==> src/rtl/kypd_emu_pkg.sv <==
// kypd_pkg: shared definitions for the Pmod KYPD emulator and its decoder.
//   - KEY_MAP: key index at (column c, row r), nibble index c*4 + r.
//   - key_at / key_col / key_row: lookups in both directions.
//   - kypd_state_t: sequencer FSM states.
package kypd_pkg;

    // Nibble (c*4 + r) holds the key at column c, row r.
    //   col0: 1 4 7 0   col1: 2 5 8 F   col2: 3 6 9 E   col3: A B C D
    localparam logic [63:0] KEY_MAP = 64'hDCBA_E963_F852_0741;

    typedef enum logic [1:0] {
        IDLE  = 2'd0,
        PRESS = 2'd1,
        GAP   = 2'd2
    } kypd_state_t;

    function automatic logic [3:0] key_at(input int unsigned c, input int unsigned r);
        return KEY_MAP[(c * 4 + r) * 4 +: 4];
    endfunction

    function automatic logic [1:0] key_col(input logic [3:0] k);
        logic [1:0] res;
        res = 2'd0;
        for (int c = 0; c < 4; c++)
            for (int r = 0; r < 4; r++)
                if (key_at(c, r) == k) res = 2'(c);
        return res;
    endfunction

    function automatic logic [1:0] key_row(input logic [3:0] k);
        logic [1:0] res;
        res = 2'd0;
        for (int c = 0; c < 4; c++)
            for (int r = 0; r < 4; r++)
                if (key_at(c, r) == k) res = 2'(r);
        return res;
    endfunction

endpackage

==> src/rtl/kypd_emu_if.sv <==
// kypd_emu_if: key injection queue handshake.
//   key_code  : key to queue, 0x0..0xF
//   key_valid : push request
//   key_ready : queue can accept this cycle
// Handshake: a key is transferred on a rising clk edge exactly when
// key_valid && key_ready are both high; key_code must be stable while
// key_valid is high, and key_ready may drop without a transfer.
interface kypd_emu_if;
    logic [3:0] key_code;
    logic       key_valid;
    logic       key_ready;

    modport master (output key_code, output key_valid, input  key_ready);
    modport slave  (input  key_code, input  key_valid, output key_ready);
endinterface

==> src/rtl/kypd_emu_fifo.sv <==
// kypd_emu_fifo: synchronous FIFO with occupancy count and flush.
//   clk, rst : clock, asynchronous active-high reset
//   flush    : empties the queue; wins over push/pop in the same cycle
//   push/din : write, ignored when full
//   pop/dout : read, dout shows the head entry combinationally
//   count    : registered occupancy, 0..DEPTH
module kypd_emu_fifo #(
    parameter int unsigned W     = 4,
    parameter int unsigned DEPTH = 4
) (
    input  logic                       clk,
    input  logic                       rst,
    input  logic                       flush,
    input  logic                       push,
    input  logic [W-1:0]               din,
    input  logic                       pop,
    output logic [W-1:0]               dout,
    output logic [$clog2(DEPTH):0]     count
);
    localparam int unsigned PTR_W = $clog2(DEPTH);
    localparam int unsigned CNT_W = PTR_W + 1;
    localparam logic [CNT_W-1:0] FULL = CNT_W'(DEPTH);

    logic [W-1:0]     mem_q [DEPTH];
    logic [PTR_W-1:0] wr_ptr_q, rd_ptr_q;
    logic [CNT_W-1:0] count_q;
    logic             push_ok, pop_ok;

    assign push_ok = push && !flush && (count_q != FULL);
    assign pop_ok  = pop  && !flush && (count_q != '0);
    assign dout    = mem_q[rd_ptr_q];
    assign count   = count_q;

    always_ff @(posedge clk) begin
        if (push_ok) mem_q[wr_ptr_q] <= din;
    end

    // Pointers are power-of-two wide, so the +1 wraps modulo DEPTH.
    always_ff @(posedge clk or posedge rst) begin
        if (rst) begin
            wr_ptr_q <= '0;
            rd_ptr_q <= '0;
            count_q  <= '0;
        end else if (flush) begin
            wr_ptr_q <= '0;
            rd_ptr_q <= '0;
            count_q  <= '0;
        end else begin
            if (push_ok) wr_ptr_q <= wr_ptr_q + 1'b1;
            if (pop_ok)  rd_ptr_q <= rd_ptr_q + 1'b1;
            case ({push_ok, pop_ok})
                2'b10:   count_q <= count_q + 1'b1;
                2'b01:   count_q <= count_q - 1'b1;
                default: count_q <= count_q;
            endcase
        end
    end
endmodule

==> src/rtl/kypd_emu.sv <==
// kypd_emu: Pmod KYPD keypad emulator (keypad side of a 4x4 column scan).
//   clk, rst   : clock, asynchronous active-high reset
//   col        : active-low column lines from the scanner (async to clk)
//   row        : active-low row lines back to the scanner, registered
//   key_if     : queued key injection (valid/ready)
//   force_keys : static pressed mask, bit n = key n
//   clear      : synchronous flush of queue and sequencer
//   pressed    : registered effective pressed mask
//   busy       : queue non-empty or sequencer active, registered
//   dbg_state  : sequencer FSM state
module kypd_emu
    import kypd_pkg::*;
#(
    parameter int unsigned HOLD_CYCLES = 524288,
    parameter int unsigned GAP_CYCLES  = 524288,
    parameter int unsigned FIFO_DEPTH  = 4
) (
    input  logic        clk,
    input  logic        rst,
    input  logic [3:0]  col,
    output logic [3:0]  row,
    kypd_emu_if.slave   key_if,
    input  logic [15:0] force_keys,
    input  logic        clear,
    output logic [15:0] pressed,
    output logic        busy,
    output kypd_state_t dbg_state
);
    localparam int unsigned CNT_MAX = (HOLD_CYCLES > GAP_CYCLES) ? HOLD_CYCLES : GAP_CYCLES;
    localparam int unsigned CNT_W   = $clog2(CNT_MAX + 1);
    localparam int unsigned FCNT_W  = $clog2(FIFO_DEPTH) + 1;
    localparam logic [FCNT_W-1:0] FULL = FCNT_W'(FIFO_DEPTH);

    logic [3:0]        col_s1_q, col_s_q;
    logic [3:0]        row_q, row_d;
    logic [15:0]       pressed_q, pressed_d;
    logic              busy_q, busy_d;
    kypd_state_t       state_q, state_d;
    logic [CNT_W-1:0]  cnt_q, cnt_d;
    logic [3:0]        cur_key_q, cur_key_d;
    logic [15:0]       seq_mask;
    logic              push, pop;
    logic [3:0]        fifo_dout;
    logic [FCNT_W-1:0] fifo_count, fifo_count_nx;
    logic              key_ready;

    // Ready looks only at the registered count, so a pop never frees a
    // slot for a push in the same cycle.
    assign key_ready        = (fifo_count != FULL) && !clear;
    assign key_if.key_ready = key_ready;
    assign push             = key_if.key_valid && key_ready;

    kypd_emu_fifo #(
        .W     (4),
        .DEPTH (FIFO_DEPTH)
    ) u_fifo (
        .clk   (clk),
        .rst   (rst),
        .flush (clear),
        .push  (push),
        .din   (key_if.key_code),
        .pop   (pop),
        .dout  (fifo_dout),
        .count (fifo_count)
    );

    always_comb begin
        state_d   = state_q;
        cnt_d     = cnt_q;
        cur_key_d = cur_key_q;
        pop       = 1'b0;
        seq_mask  = '0;
        case (state_q)
            IDLE: begin
                if (fifo_count != '0) begin
                    pop       = 1'b1;
                    cur_key_d = fifo_dout;
                    cnt_d     = CNT_W'(HOLD_CYCLES - 1);
                    state_d   = PRESS;
                end
            end
            PRESS: begin
                seq_mask = 16'd1 << cur_key_q;
                if (cnt_q == '0) begin
                    cnt_d   = CNT_W'(GAP_CYCLES - 1);
                    state_d = GAP;
                end else begin
                    cnt_d = cnt_q - 1'b1;
                end
            end
            GAP: begin
                if (cnt_q == '0) state_d = IDLE;
                else             cnt_d   = cnt_q - 1'b1;
            end
            default: state_d = IDLE;
        endcase
        // clear drops the key in flight so pressed is already 0 on the next edge.
        if (clear) begin
            state_d  = IDLE;
            cnt_d    = '0;
            pop      = 1'b0;
            seq_mask = '0;
        end
    end

    // Queue occupancy after this edge, so busy can be registered in step
    // with the FSM.
    always_comb begin
        fifo_count_nx = fifo_count;
        if (clear) begin
            fifo_count_nx = '0;
        end else begin
            if (push) fifo_count_nx = fifo_count_nx + 1'b1;
            if (pop)  fifo_count_nx = fifo_count_nx - 1'b1;
        end
    end

    assign busy_d    = (state_d != IDLE) || (fifo_count_nx != '0);
    assign pressed_d = seq_mask | force_keys;

    // Several low columns AND onto the rows, as on the real wired matrix.
    always_comb begin
        row_d = 4'hF;
        for (int c = 0; c < 4; c++)
            for (int r = 0; r < 4; r++)
                if (!col_s_q[c] && pressed_q[key_at(c, r)]) row_d[r] = 1'b0;
    end

    always_ff @(posedge clk or posedge rst) begin
        if (rst) begin
            col_s1_q  <= 4'hF;
            col_s_q   <= 4'hF;
            row_q     <= 4'hF;
            pressed_q <= '0;
            busy_q    <= 1'b0;
            state_q   <= IDLE;
            cnt_q     <= '0;
            cur_key_q <= '0;
        end else begin
            col_s1_q  <= col;
            col_s_q   <= col_s1_q;
            row_q     <= row_d;
            pressed_q <= pressed_d;
            busy_q    <= busy_d;
            state_q   <= state_d;
            cnt_q     <= cnt_d;
            cur_key_q <= cur_key_d;
        end
    end

    assign row       = row_q;
    assign pressed   = pressed_q;
    assign busy      = busy_q;
    assign dbg_state = state_q;
endmodule

==> src/flat_wrapper.sv <==
// flat-port wrapper written by rule: the top's interface ports become plain ports
module kypd_emu_flat import kypd_pkg::*;
#(
    parameter int unsigned HOLD_CYCLES = 524288,
    parameter int unsigned GAP_CYCLES  = 524288,
    parameter int unsigned FIFO_DEPTH  = 4
)
  (clk, rst, col, row, force_keys, clear, pressed, busy, dbg_state, key_if_key_code, key_if_key_valid, key_if_key_ready);
  kypd_emu_if key_if_i ();
  input  logic clk;
  input  logic rst;
  input  logic [3:0] col;
  output logic [3:0] row;
  input  logic [15:0] force_keys;
  input  logic clear;
  output logic [15:0] pressed;
  output logic busy;
  output kypd_state_t dbg_state;
  input wire logic [$bits(key_if_i.key_code)-1:0] key_if_key_code;
  input wire logic [$bits(key_if_i.key_valid)-1:0] key_if_key_valid;
  output wire logic [$bits(key_if_i.key_ready)-1:0] key_if_key_ready;
  assign key_if_i.key_code = key_if_key_code;
  assign key_if_i.key_valid = key_if_key_valid;
  assign key_if_key_ready = key_if_i.key_ready;
  kypd_emu #(.HOLD_CYCLES(HOLD_CYCLES), .GAP_CYCLES(GAP_CYCLES), .FIFO_DEPTH(FIFO_DEPTH)) u_core (.clk(clk), .rst(rst), .col(col), .row(row), .key_if(key_if_i), .force_keys(force_keys), .clear(clear), .pressed(pressed), .busy(busy), .dbg_state(dbg_state));
endmodule
==> config.mk <==
export PLATFORM = sky130hd
export DESIGN_NAME = kypd_emu_flat
export DESIGN_NICKNAME = d
export VERILOG_FILES = /design/src/rtl/kypd_emu_pkg.sv /design/src/rtl/kypd_emu_if.sv /design/src/rtl/kypd_emu_fifo.sv /design/src/rtl/kypd_emu.sv /design/src/flat_wrapper.sv
export SDC_FILE = /design/constraint.sdc
export NUM_CORES = 1
export LEC_CHECK = 0
export CORE_UTILIZATION = 44
export DETAILED_ROUTE_END_ITERATION = 8
export PLACE_DENSITY = 0.67
export SYNTH_ARGS = -nofsm -noshare
export SYNTH_HDL_FRONTEND = slang
export SYNTH_SLANG_ARGS = --single-unit
==> constraint.sdc <==
create_clock -name clk -period 7.7 [get_ports clk]
set_input_delay 1.54 -clock clk [delete_from_list [all_inputs] [get_ports clk]]
set_output_delay 1.54 -clock clk [all_outputs]
set_load 0.005 [all_outputs]
### Word level (Yosys, flattened, before mapping)

Memory sizes are Yosys's and may differ from the RTL's. A register that Yosys moved wholly into a read port is not among the register bits.
Index checks and enable logic that the tools add are counted.

* bits in writable memories: 16
* input port bits: 28
* memories kept: 1
* logic and storage cells: 108
* output and inout bits: 24
* register bits: 58

* reduce and logical (&&, ||, !) cells: 39
* mux-type cells: 43
* add/subtract/negate cells: 6
* shift-type cells: 1
* bitwise gates (word level): 1
* eq/ne operators: 7

Memory list
* u_core.u_fifo.mem_q: depth 4, bits a word 4, rd ports 1, clocked after Yosys merged registers in 1, write ports 1, RTL line kypd_emu_fifo.sv:24 `logic [W-1:0] mem_q [DEPTH];`

Operator list (count)
* $mux W20: 4
* $pmux W20 S3: 1
* $mux W16: 2
* $logic_and A1 B1 Y1: 22
* $mux W1: 21
* $logic_not A20 Y1: 1
* $sub A20 B1 Y20 const B: 1
* $mux W2: 8
* $or A16 B16 Y16: 1
* $shl A1 B4 Y16 const A: 1
* $mux W3: 5
* $reduce_bool A3 Y1: 3
* $ne A3 B3 Y1 const B: 2
* $pmux W2 S3: 1
* $pmux W3 S2: 1
* $reduce_bool A2 Y1: 3
* $sub A3 B1 Y3 const B: 2
* $logic_not A1 Y1: 5
* $add A2 B1 Y2 const B: 2
* $eq A2 B1 Y1 const B: 2
* $eq A2 B2 Y1 const B: 2
* $reduce_bool A4 Y1: 1
* $add A3 B1 Y3 const B: 1
* $ne A3 B2 Y1 const B: 1
* 4 further kinds: 4

### Logic depth before layout (Yosys ltp)

Gate-level depths: netlist of run 1.

* depth in word-level cells: 10
* depth in mapped cells: 13
* depth with buffers taken out: 12

### Modules after synthesis

From an unflattened synthesis of run 1, not the netlist that was laid out.

* cells, all modules: 385
* area, all modules: 4077.7 um^2

Modules (own cells, without submodules)
* kypd_emu: area an instance 2921.6 um^2, cells an instance 301, sequential area each 1391.3 um^2, times used 1
* kypd_emu_fifo: area an instance 1156.1 um^2, cells an instance 84, sequential area each 655.6 um^2, times used 1

### Worst setup path after synthesis of run 1

OpenSTA, ideal clock, no wires.

* path type: in2out
* start point: input port clear
* end point: output port key_if_key_ready
* stages on the path: 2
* path slack: 4075 ps
* required time: 6160 ps
* arrival: 2085 ps
* path through: clkbuf_1 > a21oi_1

* longest elaborated chain between the ends: 2

RTL lines
* start: declaration: RTL line flat_wrapper.sv:15 `input logic clear;`
* $logic_not A1 Y1: RTL line kypd_emu.sv:49 `assign key_ready = (fifo_count != FULL) && !clear;`
* $logic_and A1 B1 Y1: RTL line kypd_emu.sv:49
* end: declaration: RTL line flat_wrapper.sv:21 `output wire logic [$bits(key_if_i.key_ready)-1:0] key_if_key_ready;`

Every way passes these cells.

### Worst setup path after layout of run 1

Ends and elaborated chain as after synthesis.

==> results of run 1 <==
synth_stat cells, types with 2 or more instances:
master | instances | area share (%)
nand3b_1 | 3 | 0.57
inv_1 | 27 | 2.6
a32o_1 | 9 | 2.3
mux2i_1 | 2 | 0.51
dfrtp_1 | 50 | 32
a221oi_1 | 5 | 1.1
o221a_2 | 2 | 0.57
a211oi_1 | 2 | 0.38
xor2_1 | 2 | 0.44
or4_1 | 2 | 0.38
o22ai_1 | 4 | 0.64
and2_1 | 2 | 0.32
o31ai_1 | 8 | 1.5
mux4_2 | 4 | 2.3
a22o_1 | 7 | 1.6
nand2b_1 | 4 | 0.64
o211ai_1 | 4 | 0.76
and3b_1 | 2 | 0.44
o21ai_0 | 16 | 2.0
ha_1 | 14 | 4.4
nor3_1 | 6 | 0.76
a31oi_1 | 4 | 0.64
buf_2 | 3 | 0.38
a21o_1 | 13 | 2.5
nor2_1 | 22 | 2.1
nor3_2 | 2 | 0.51
a21oi_1 | 10 | 1.3
dfstp_2 | 12 | 8.0
nand3_1 | 12 | 1.5
clkbuf_1 | 7 | 0.67
nor2b_1 | 4 | 0.64
nor4_1 | 4 | 0.64
nor3b_1 | 4 | 0.76
or3_1 | 6 | 0.95
a31o_2 | 5 | 1.1
and3_1 | 5 | 0.79
o21ai_1 | 3 | 0.38
edfxtp_1 | 16 | 12
nand2_1 | 28 | 2.7
o41ai_1 | 5 | 1.1
xnor2_1 | 3 | 0.67
how the worst min path moves through the flow:
| stage | cells after the start | to | slack (ps) |
|---|---|---|---|
| after floorplan | 0 | u_core.col_s_q[0] | 350 |
| after global placement | 0 | u_core.col_s_q[2] | 350 |
| after detailed placement | 0 | u_core.col_s_q[0] | 350 |
| after CTS | 0 | u_core.col_s_q[1] | 360 |
| after global routing | 0 | u_core.col_s_q[3] | 360 |
| final | 0 | u_core.col_s_q[1] | 360 |
power groups by stage:
stage               Clock [mW]  Combinational [mW]  Sequential, mW
global placement             0               0.634           0.615
global route             0.318               0.732           0.628
CTS                      0.307               0.651           0.610
finish                   0.296               0.653           0.611
detailed placement           0               0.648           0.617
floorplan                    0               0.505           0.582
metrics by stage:
| stage | cell area, sq um | power (mW) | std cells | util [%] | hold WS [ps] |
|---|---|---|---|---|---|
| 4_1_cts | 4730 | 1.57 | 525 | 54.5 | 361 |
| 3_3_place_gp | 4540 | 1.25 | 509 | 52.3 | 347 |
| 6_report | 4730 | 1.56 | 525 | 54.5 | 360 |
| 2_1_floorplan | 3940 | 1.09 | 361 | - | 345 |
| 3_5_place_dp | 4540 | 1.27 | 509 | 52.3 | 347 |
| 5_1_grt | 4730 | 1.68 | 525 | 54.5 | 362 |
routing by layer:
layer / part of all wire, % / routed length [um] / vias up
met4: 1.3 / 113 / 0
met1: 46 / 4090 / 1509
met5: 0 / 0 / -
li1: - / - / 1454
met3: 5.2 / 461 / 11
met2: 47 / 4210 / 116
registers in the layout, indices dropped and copies added, names as in the netlist:
register and cells:
u_core.cnt_q 20, u_core.pressed 16, u_core.u_fifo.mem_q 16, u_core.col_s1_q 4, u_core.col_s_q 4, u_core.cur_key_q 4
u_core.row 4, u_core.u_fifo.count 3, u_core.dbg_state 2, u_core.u_fifo.rd_ptr_q 2, u_core.u_fifo.wr_ptr_q 2, u_core.busy 1
cell type report:
class	count	area [sq um]
Clock inverter	4	28.8
Tap cell	108	135
Fill cell	776	3950
Inverter	27	101
Clock buffer	12	166
Timing Repair Buffer	53	526
Sequential cell	78	2050
Multi-Input combinational cell	243	1730
cell families after synthesis:
| logic type | share of synthesized area (%) |
|---|---|
| flip-flops | 52.0 |
| multiplexers | 2.80 |
| buffers and inverters | 4.13 |
| XOR/XNOR | 1.11 |
| AO/OA/AOI/OAI | 19.7 |
| AND/OR/NAND/NOR | 15.8 |
| adder cells (fa/ha/maj) | 4.45 |
worst max-delay path: cells and delay by family:
kind                   cells  cell delay (ps)
buffers and inverters      2             1340
AOI/OAI and AO/OA          1              620
==> flow_summary.toml, run 1 <==
[hold_path]
worstHoldStart = "u_core.col_s1_q[1]"
hp-class = "reg2reg"

[worst_setup_path]
cp_max_fo = 18
rr_worst_depth = 10
critPathArrivalTime_ps = 3500
crit_start = "clear"
endpoint_kind = "output pin"
worstPathCellList = "clkdlybuf4s50_1 -> a21oi_1 -> clkdlybuf4s50_1"
startpoint_type = "primary input"
cpPeakStageDelay_ps = 730
critPathKind = "in2out"
required_ps = 6160
ff2ff_setup_slack_ps = 4620
cp_slowest_cell = "clkdlybuf4s50_1"
rr_startpoint = "u_core.u_fifo.count[0]"
reg2reg_to = "u_core.busy"
cp-endpoint = "key_if_key_ready"
crit_top_cell = "clkdlybuf4s50_1"

[sta]
fin_crit_ps = 5040
timing.final.crit_share_pct = 65.5
hold_viol = 0
skew_ps = 14.5
rsz0062_at_grt = "no"
layout_setup_ws_ps = 2660
tightestPinTransition_ps = 1180
tns_ps = 0
max_slew_margin_pct = 20.7
setup_viol = 0
max_freq_mhz = 198
report.final.slew_viol_count = 0

[drt]
routed_wl_um = 8870
routed_via_density = 5.89
num_vias = 3090
drtPass1Iterations = 5
drt_iter0_markers = 161
ant_nets = 0
drcViolationCount = 0
wl_per_cell_um = 16.9

[floorplanning]
num_rows = 34
die_area_sq_um = 9330
io_pins = 52
coreArea_sq_um = 8680
die_y_um = 96.6
start_util_pct = 45.4
die_w_um = 96.6

[power_and_ir_drop]
ir_worst_vdd_v = 0.000110
power.density_nw_per_um2 = 330
p_int_mw = 0.937
power_frac_seq_pct = 39.2
pwr-share-clk_pct = 19.0
p_switching_mw = 0.623
combPwrFrac_pct = 41.9
p_leak_nw = 1.99
swShare_pct = 39.9

[yosys]
syn_inst = 361
synthFlopType = "dfrtp_1"
synth_area_sq_um = 3940
synth_cell_type_count = 59
synth-edff-count = 16
synth-seq-cells = 78
synth_async_sr_flop_share_pct = 79.5
syn_nets = 403
syn-mean-instance-area_sq_um = 10.9
yosys_warnings = 0
ys_seq_area_share_pct = 52.0

[clocking]
h-tree-depth = 3
cts_tree = "yes"
cts_hold_buffers = 0
insertion_delay_ps = 340
clock_sinks = 78
numCtsBuffers = 9
post_cts_buffers = 0
cts_root_buf = "clkbuf_8"
clk_pin_slew_worst_paths_ps = 80
cts_resized = 0
clockBufferDepth = 2

[global_route]
grt_max_degree = 63
grt_util_met2_pct = 30.8
grt_pass1_wl_um = 14900
grt_overflow_total = 0
grt_pass1_vias = 2904
grt_usage_pct = 20.0
use_met1_pct = 28.6
grt.busiest_layer = "met2"
antenna_found_initial = 0
met3_usage_pct = 3.25

[final_layout]
n_antenna_cell = 0
drive_gt1_share_pct = 11.8
area_delta_synth_final_pct = 20.2
final_cell_mix = "clkdlybuf4s50_1, dfrtp_1, nand2_1, inv_1, nor2_1"
layout_commonest_cell = "clkdlybuf4s50_1"
nNetsFinal = 454

[run_status]
outcome = "completed"

[placement]
port-buffer-count = 51
place.gp.congestion = 0.840
hpwl_um = 6230
pre_cts_slack_ps = 2650

[job]
cap_violations = 0
Note: power is estimated with default switching activity, not from simulation.
==> run 2, diff against run 1 <==
==> constraint.sdc (replaced) <==
create_clock -name clk -period 5 [get_ports clk]
set_input_delay 1 -clock clk [delete_from_list [all_inputs] [get_ports clk]]
set_output_delay 1 -clock clk [all_outputs]
set_load 0.005 [all_outputs]
==> run 2 against run 1 <==
Against the previous run: worst setup slack worse by 1300 ps; register-to-register slack worse by 2800 ps; utilization up 0.29 points; final area up 0.53%.
==> flow_summary.toml, run 2 (same netlist as run 1, synthesis figures left out) <==
[sta]
layout_setup_ws_ps = 1340
skew_ps = 15.4
hold_viol = 0
rsz0062_at_grt = "no"
tightestPinTransition_ps = 1120
fin_crit_ps = 3660
tns_ps = 0
report.final.slew_viol_count = 0
setup_viol = 0
max_freq_mhz = 273
timing.final.crit_share_pct = 73.1
max_slew_margin_pct = 24.9

[power_and_ir_drop]
ir_worst_vdd_v = 0.000166
power.density_nw_per_um2 = 517
p_leak_nw = 2.01
power.total_mw = 2.46

[drt]
drt_iter0_markers = 244
wl_per_cell_um = 17.2
ant_nets = 0
drtPass1Iterations = 5
drcViolationCount = 0
num_vias = 3105
routed_via_density = 5.90
routed_wl_um = 9040

[global_route]
grt_max_degree = 33
grt_pass1_wl_um = 14900
grt_usage_pct = 20.0
antenna_found_initial = 0
grt_pass1_vias = 2931
grt_overflow_total = 0

[final_layout]
layout_commonest_cell = "clkdlybuf4s50_1"
top_register = "u_core.cnt_q"
n_antenna_cell = 0
area_delta_synth_final_pct = 20.8
drive_gt1_share_pct = 11.7
finalNonFillerCells = 526
nNetsFinal = 455
largest_reg_flops = 20
final_cell_mix = "clkdlybuf4s50_1, dfrtp_1, nand2_1, inv_1, nor2_1"

[placement]
pre_cts_slack_ps = 1170
hpwl_um = 6230
port-buffer-count = 51
place.gp.congestion = 0.861
dpl.cell_count = 510

[floorplanning]
num_rows = 34
io_pins = 52
start_util_pct = 45.4
die_w_um = 96.6
coreArea_sq_um = 8680
die_y_um = 96.6
die_area_sq_um = 9330

[clocking]
numCtsBuffers = 9
clock_sinks = 78
clk_pin_slew_worst_paths_ps = 80
clockBufferDepth = 2
insertion_delay_ps = 350
h-tree-depth = 3
cts_resized = 0
post_cts_buffers = 0
cts_tree = "yes"
cts_hold_buffers = 0
cts_root_buf = "clkbuf_8"

[worst_setup_path]
critPathArrivalTime_ps = 2660
rr_worst_depth = 10
startpoint_type = "primary input"
required_ps = 4000
endpoint_kind = "output pin"
critPathKind = "in2out"
cp_max_fo = 18

[run_status]
outcome = "completed"

[hold_path]
min_path_cells = 0
hp-class = "reg2reg"

[job]
cap_violations = 0
-- run 2: worst max-delay path: stages --
cell	delay, ps
clkdlybuf4s50_1	390
buf_4	200
a21oi_1	450
clkdlybuf4s50_1	610
-- run 2: stage by stage --
stage               hold WS, ps  util [%]  instance area [sq um]
floorplan                   345         -                   3940
global placement            348      52.4                   4540
detailed placement          347      52.4                   4540
CTS                         359      54.8                   4760
global route                360      54.8                   4760
finish                      358      54.8                   4760
-- run 2: per-layer routing --
metal / track usage, % / vias up / share of wire, %
li1: - / 1456 / -
met1: 29.0 / 1518 / 47
met2: 29.8 / 127 / 46
met3: 4.84 / 4 / 5.9
met4: 5.86 / 0 / 0.77
met5: 0 / - / 0
-- run 2: layout make-up --
| cell class | count | area (sq um) |
|---|---|---|
| Tap cell | 108 | 135 |
| Multi-Input combinational cell | 243 | 1730 |
| Timing Repair Buffer | 54 | 533 |
| Clock buffer | 11 | 131 |
| Inverter | 27 | 101 |
| Fill cell | 774 | 3920 |
| Sequential cell | 78 | 2050 |
| Clock inverter | 5 | 81.3 |
-- run 2: worst paths after layout --
path,endpoint,slack [ps],from
min in group asynchronous,u_core.cnt_q[12],1080,rst
worst min register to register,u_core.col_s_q[3],360,u_core.col_s1_q[3]
worst max-delay path,key_if_key_ready,1340,clear
max in group asynchronous,u_core.row[0],3000,rst
worst max register to register,u_core.busy,1860,u_core.u_fifo.count[0]
worst min-delay path,u_core.col_s_q[3],360,u_core.col_s1_q[3]
-- run 2: power by group --
part	switching, mW	internal [mW]
Clock	0.227	0.283
Sequential	0.159	0.784
Combinational	0.575	0.433
Total	0.961	1.50
